===== config.mk =====
export PLATFORM = sky130hd
export DESIGN_NAME = alu_seq_muldiv
export DESIGN_NICKNAME = d
export VERILOG_FILES = /design/src/rtl/alu_pkg.sv /design/src/rtl/alu_iter_muldiv.sv /design/src/rtl/alu_seq_muldiv.sv
export SDC_FILE = /design/constraint.sdc
export NUM_CORES = 1
export LEC_CHECK = 0
export CAP_MARGIN = 20
export CORE_UTILIZATION = 39
export CTS_CLUSTER_SIZE = 20
export DETAILED_ROUTE_END_ITERATION = 16
export GPL_TIMING_DRIVEN = 0
export PLACE_DENSITY_LB_ADDON = 0.05
export SLEW_MARGIN = 20
export SYNTH_ARGS = -nofsm -noshare
export SYNTH_HDL_FRONTEND = slang
export SYNTH_SLANG_ARGS = --single-unit

===== constraint.sdc =====
create_clock -name clk -period 5.7 [get_ports clk]
set_input_delay 1.14 -clock clk [delete_from_list [all_inputs] [get_ports clk]]
set_output_delay 1.14 -clock clk [all_outputs]
set_load 0.01 [all_outputs]

===== src/rtl/alu_pkg.sv =====
// Shared op codes and FSM state encoding for the sequential ALU and its iterative mul/div unit.
package alu_pkg;

  localparam logic [3:0] ALU_ADD  = 4'd0;
  localparam logic [3:0] ALU_SUB  = 4'd1;
  localparam logic [3:0] ALU_AND  = 4'd2;
  localparam logic [3:0] ALU_OR   = 4'd3;
  localparam logic [3:0] ALU_XOR  = 4'd4;
  localparam logic [3:0] ALU_MUL  = 4'd5;
  localparam logic [3:0] ALU_DIVU = 4'd6;
  localparam logic [3:0] ALU_REMU = 4'd7;

  localparam logic [1:0] S_IDLE = 2'd0;
  localparam logic [1:0] S_BUSY = 2'd1;
  localparam logic [1:0] S_DONE = 2'd2;

  function automatic logic is_iter_op(input logic [3:0] op);
    return (op == ALU_MUL) || (op == ALU_DIVU) || (op == ALU_REMU);
  endfunction

endpackage


===== src/rtl/alu_iter_muldiv.sv =====
// Iterative datapath: one shift-add (MUL) or restoring-subtract (DIVU/REMU) step per cycle.
// opa holds multiplicand / dividend-then-quotient, opb holds multiplier / divisor, acc holds product / remainder.
module alu_iter_muldiv #(
  parameter int WIDTH = 32
) (
  input  logic             clk,
  input  logic             rstn,
  input  logic             start,
  input  logic             step,
  input  logic             is_div,
  input  logic [WIDTH-1:0] a,
  input  logic [WIDTH-1:0] b,
  output logic [WIDTH-1:0] acc_next,
  output logic [WIDTH-1:0] opa_next
);

  logic [WIDTH-1:0] acc_q, acc_d;
  logic [WIDTH-1:0] opa_q, opa_d;
  logic [WIDTH-1:0] opb_q, opb_d;
  logic [WIDTH:0]   rem_shift;
  logic             rem_ge;
  logic [WIDTH-1:0] rem_sub;

  // The subtraction is only kept when rem_shift >= divisor, so the true difference fits in WIDTH bits.
  always_comb begin
    rem_shift = {acc_q, opa_q[WIDTH-1]};
    rem_ge    = rem_shift >= {1'b0, opb_q};
    rem_sub   = rem_shift[WIDTH-1:0] - opb_q;
    acc_d     = acc_q;
    opa_d     = opa_q;
    opb_d     = opb_q;
    if (start) begin
      acc_d = '0;
      opa_d = a;
      opb_d = b;
    end else if (step) begin
      if (is_div) begin
        acc_d = rem_ge ? rem_sub : rem_shift[WIDTH-1:0];
        opa_d = {opa_q[WIDTH-2:0], rem_ge};
      end else begin
        acc_d = acc_q + (opb_q[0] ? opa_q : '0);
        opa_d = opa_q << 1;
        opb_d = opb_q >> 1;
      end
    end
  end

  always_ff @(posedge clk or negedge rstn) begin
    if (!rstn) begin
      acc_q <= '0;
      opa_q <= '0;
      opb_q <= '0;
    end else begin
      acc_q <= acc_d;
      opa_q <= opa_d;
      opb_q <= opb_d;
    end
  end

  assign acc_next = acc_d;
  assign opa_next = opa_d;

endmodule


===== src/rtl/alu_seq_muldiv.sv =====
// Multi-cycle ALU with valid/ready handshakes, carry/overflow flags and optional iterative MUL/DIVU/REMU.
module alu_seq_muldiv
  import alu_pkg::*;
#(
  parameter int WIDTH      = 32,
  parameter bit HAS_MULDIV = 1'b1
) (
  input  logic             clk,
  input  logic             rstn,
  input  logic             in_valid,
  output logic             in_ready,
  input  logic [WIDTH-1:0] a,
  input  logic [WIDTH-1:0] b,
  input  logic [3:0]       f,
  output logic             out_valid,
  input  logic             out_ready,
  output logic [WIDTH-1:0] y,
  output logic             z,
  output logic             c,
  output logic             v
);

  localparam int             CW       = $clog2(WIDTH + 1);
  localparam logic [CW-1:0]  CNT_LOAD = CW'(WIDTH);
  localparam logic [CW-1:0]  CNT_ONE  = CW'(1);

  logic [1:0]       state_q, state_d;
  logic [CW-1:0]    cnt_q, cnt_d;
  logic [3:0]       f_q, f_d;
  logic [WIDTH-1:0] y_q, y_d;
  logic             z_q, z_d, c_q, c_d, v_q, v_d;

  logic [WIDTH:0]   sum_w, diff_w;
  logic [WIDTH-1:0] sc_y;
  logic             sc_c, sc_v;
  logic             iter_start, iter_step, iter_is_div;
  logic [WIDTH-1:0] acc_next, opa_next, iter_res;

  // Single-cycle result, computed straight from the inputs so it can be captured on the acceptance edge.
  always_comb begin
    sum_w  = {1'b0, a} + {1'b0, b};
    diff_w = {1'b0, a} - {1'b0, b};
    sc_y   = '0;
    sc_c   = 1'b0;
    sc_v   = 1'b0;
    case (f)
      ALU_ADD: begin
        sc_y = sum_w[WIDTH-1:0];
        sc_c = sum_w[WIDTH];
        sc_v = (a[WIDTH-1] == b[WIDTH-1]) && (sum_w[WIDTH-1] != a[WIDTH-1]);
      end
      ALU_SUB: begin
        sc_y = diff_w[WIDTH-1:0];
        sc_c = diff_w[WIDTH];
        sc_v = (a[WIDTH-1] != b[WIDTH-1]) && (diff_w[WIDTH-1] != a[WIDTH-1]);
      end
      ALU_AND: sc_y = a & b;
      ALU_OR:  sc_y = a | b;
      ALU_XOR: sc_y = a ^ b;
      default: sc_y = '0;
    endcase
  end

  generate
    if (HAS_MULDIV) begin : g_muldiv
      alu_iter_muldiv #(.WIDTH(WIDTH)) u_iter (
        .clk      (clk),
        .rstn     (rstn),
        .start    (iter_start),
        .step     (iter_step),
        .is_div   (iter_is_div),
        .a        (a),
        .b        (b),
        .acc_next (acc_next),
        .opa_next (opa_next)
      );
    end else begin : g_no_muldiv
      assign acc_next = '0;
      assign opa_next = '0;
    end
  endgenerate

  assign iter_is_div = (f_q == ALU_DIVU) || (f_q == ALU_REMU);
  assign iter_res    = (f_q == ALU_DIVU) ? opa_next : acc_next;

  // Handshake FSM; the last BUSY step's result is captured in the same edge that enters DONE.
  always_comb begin
    state_d    = state_q;
    cnt_d      = cnt_q;
    f_d        = f_q;
    y_d        = y_q;
    z_d        = z_q;
    c_d        = c_q;
    v_d        = v_q;
    iter_start = 1'b0;
    iter_step  = 1'b0;
    case (state_q)
      S_IDLE: begin
        if (in_valid) begin
          f_d = f;
          if (HAS_MULDIV && is_iter_op(f)) begin
            state_d    = S_BUSY;
            cnt_d      = CNT_LOAD;
            iter_start = 1'b1;
          end else begin
            state_d = S_DONE;
            y_d     = sc_y;
            z_d     = (sc_y == '0);
            c_d     = sc_c;
            v_d     = sc_v;
          end
        end
      end
      S_BUSY: begin
        iter_step = 1'b1;
        cnt_d     = cnt_q - CNT_ONE;
        if (cnt_q == CNT_ONE) begin
          state_d = S_DONE;
          y_d     = iter_res;
          z_d     = (iter_res == '0);
          c_d     = 1'b0;
          v_d     = 1'b0;
        end
      end
      S_DONE: begin
        if (out_ready) state_d = S_IDLE;
      end
      default: state_d = S_IDLE;
    endcase
  end

  always_ff @(posedge clk or negedge rstn) begin
    if (!rstn) begin
      state_q <= S_IDLE;
      cnt_q   <= '0;
      f_q     <= '0;
      y_q     <= '0;
      z_q     <= 1'b0;
      c_q     <= 1'b0;
      v_q     <= 1'b0;
    end else begin
      state_q <= state_d;
      cnt_q   <= cnt_d;
      f_q     <= f_d;
      y_q     <= y_d;
      z_q     <= z_d;
      c_q     <= c_d;
      v_q     <= v_d;
    end
  end

  assign in_ready  = (state_q == S_IDLE);
  assign out_valid = (state_q == S_DONE);
  assign y         = y_q;
  assign z         = z_q;
  assign c         = c_q;
  assign v         = v_q;

endmodule


==> results.ini <==
[setup_path]
crit_chain = clkdlybuf4s50_1 > buf_2 > buf_1 > clkbuf_2 > buf_1 > clkbuf_1 > o211ai_1 > nand3_1 > o21ba_2 > o21ai_0 > nor4_2 > a211o_1
r2r-start = state_q[1]
slowest_stage = buf_1
cp-endpoint = z
cp-startpoint = f[0]
worstSetupPathType = in2reg
worstReg2RegEnd = z
worstPathMaxFanout = 10
endpoint_kind = flop
cp-start-kind = input pin
reg2reg_setup_slack_ns = 0.42
rr_worst_depth = 13
cp.arrival_ns = 5.93
cp.required_ns = 6.03
path_buf_inv = 6
crit_family = buffers and inverters
path_depth = 12
crit_top_cell = buf_1
slowest_delay_ns = 0.68

[sta]
tightest_slew_ns = 1.156
max_slew_margin_pct = 21.94
rsz0062_at_grt = no
hold_ws_ns = 0.4874
fmax_mhz = 178.4
hold_viol = 0
clock_skew_ns = 0.01262
fin_crit_sh_pct = 98.35
slew_viol_final = 0
setup_violations = 0
fin_crit_ns = 5.606

[detailed_routing]
drc = 0
num_vias = 18710
drtIter0Drc = 2113
drt-total-wl_um = 77320
ant_nets = 0
first_pass_iters = 6
routed_via_density = 6.342
wl_per_cell_um = 26.21

[logic_synthesis]
synth_cells = 2269
synth_edf_count = 0
synth-xor-area-share_pct = 3.157
synth_top_flop_cell = dfrtp_1
avgSynthCellArea_um2 = 7.336
yosysTopAreaCell = dfrtp_1
synth-async-reset-ratio_pct = 100.0
synth-simple-area-share_pct = 23.76
synth.distinct_cells = 99
yosysTopAreaCellShare_pct = 21.50
synth-seq-area-share_pct = 21.50
synth-compound-area-share_pct = 29.84
syn_nets = 2507
ys_top_cells_by_area = dfrtp_1 21%, ha_1 12%, nand2_1 6.6%
synth_top_family_by_area = compound AO/OA/AOI/OAI gates
ys_warn_count = 0
synthesis.area_um2 = 16650
synthAdderAreaFrac_pct = 12.66
synthMuxAreaShare_pct = 1.872
ys_ff_latch = 143

[clock_network]
cts_sinks = 143
cts_setup_buffers = 0
insertion_delay_ns = 0.45
clk_pin_slew_ns = 0.06
cts_tree = built
cts_max_path_buffers = 2
htree_num_levels = 4
cts-hold-fix-buffers = 0
cts_made_buffers = 17
cts_root_buf = clkbuf_16

[grt]
grt_pass1_wl_um = 113900
grt_max_degree = 80
grt-ovfl-total = 0
grtUsageTotal_pct = 35.11
grt_pass1_vias = 17860
antenna_found_initial = 0

[floorplanning]
fp-row-count = 75
die-area_um2 = 43510
die_width_um = 208.6
io_pins = 109
die_h_um = 208.6
initial_core_util_pct = 39.60
core_area_um2 = 42040

[place]
port_buffers = 108
gp_congestion = 1.002
dp_hpwl_um = 62910

[pwr]
total_power_mw = 10.69
p_leak_nw = 8.232
cellPowerDensity_nw_per_um2 = 560.3
peakVddDrop_mv = 0.2802

[status]
status = completed

[hold_path]
hold_path_class = reg2reg
hold_path_depth = 1

[cells_and_area]
num_antenna_cells = 0
final_nets = 2637
layout-drive-gt1-share_pct = 6.097
syn2layout_area_growth_pct = 14.61

[flow_run]
cap_violations = 0

[final cells by class]
cell class	instances	area, um2
Inverter	147	551.8
Multi-Input combinational cell	1835	11890
Sequential cell	143	3578
Clock buffer	21	460.4
Fill cell	4468	22960
Timing Repair Buffer	111	1126
Tap cell	539	674.4
Clock inverter	10	137.6
Buffer	144	660.6
[how the worst min path moves through the flow]
stage               slack (ns)                       from                   endpoint
global route              0.52                       y[3]                       y[3]
global placement          0.47                      y[30]                      y[30]
detailed placement        0.48                       y[3]                       y[3]
CTS                       0.49                      y[30]                      y[30]
finish                    0.49                      y[30]                      y[30]
floorplan                 0.47  g_muldiv.u_iter.opb_q[31]  g_muldiv.u_iter.opb_q[31]
[cell usage in the layout (no fill, tap or decap), drive strengths merged, types with 14 or more instances in the layout]
cell,instances
buf,57
a21o,27
nand2,293
a31oi,87
nor2,239
inv,147
and2,52
o31ai,16
o22ai,16
o221ai,29
clkbuf,111
ha,162
a21oi,195
mux2i,21
nand3,57
nor3,38
a211oi,38
dfrtp,143
nor2b,17
xor2,25
o21ai,131
nand4,30
clkdlybuf4s50,107
nor4,21
xnor2,35
o211ai,41
nand2b,16
o21a,14
[synthesized netlist by cell type (35+ instances only)]
| cell type | instances |
|---|---|
| nand2_1 | 293 |
| nor2_1 | 237 |
| a21oi_1 | 194 |
| ha_1 | 162 |
| inv_1 | 147 |
| dfrtp_1 | 143 |
| o21ai_0 | 125 |
| clkbuf_1 | 90 |
| a31oi_1 | 86 |
| nand3_1 | 56 |
| and2_1 | 50 |
| o211ai_1 | 41 |
| a211oi_1 | 37 |
| nor3_1 | 35 |
| xnor2_1 | 35 |
[state kept, by name, summed over array words and instances (netlist names)]
name and cells:
g_muldiv.u_iter.acc_q 32, z 1, f_q 4, cnt_q 6
state_q 2, c 1, g_muldiv.u_iter.opb_q 32, g_muldiv.u_iter.opa_q 32
y 32, v 1
[layer usage]
| layer | vias up | part of all wire (%) | track usage (%) |
|---|---|---|---|
| met4 | 0 | 3.4 | 12.40 |
| li1 | 8544 | - | - |
| met1 | 9137 | 45 | 49.25 |
| met5 | - | 0 | 0 |
| met2 | 898 | 44 | 54.09 |
| met3 | 130 | 8.0 | 5.996 |
[logic make-up after synthesis]
logic type / after synthesis
flip-flops: 143
adder cells (fa/ha/maj): 166
XOR/XNOR: 60
AO/OA/AOI/OAI: 743
buffers and inverters: 291
multiplexers: 30
AND/OR/NAND/NOR: 836
[timing repair]
action,4_1_cts,5_1_grt
setup endpoints to repair,1,3
pin swaps,0,0
endpoints found under the hold margin,0,0
resized for setup,1,9
[per-stage QoR]
stage	cell area, um2	TNS (ns)	worst slack, ns	cells	utilization (%)
after floorplan	16650	0	1.504	2269	-
after global placement	18400	-411.90	-2.889	2916	43.77
after detailed placement	18460	-2.189	-0.5674	2919	43.92
after CTS	19060	0	0.02030	2950	45.34
after global routing	19080	0	0.007200	2950	45.38
final	19080	0	0.09385	2950	45.38
[where the power goes]
| group | internal (mW) | leakage, nW | total (mW) | switching, mW |
|---|---|---|---|---|
| Combinational | 2.78 | 6.21 | 7.43 | 4.65 |
| Clock | 0.707 | 0.277 | 1.18 | 0.473 |
| Sequential | 1.51 | 1.74 | 2.08 | 0.564 |
| Total | 5.00 | 8.23 | 10.7 | 5.69 |
No activity file was read; power rests on OpenSTA's default activity.
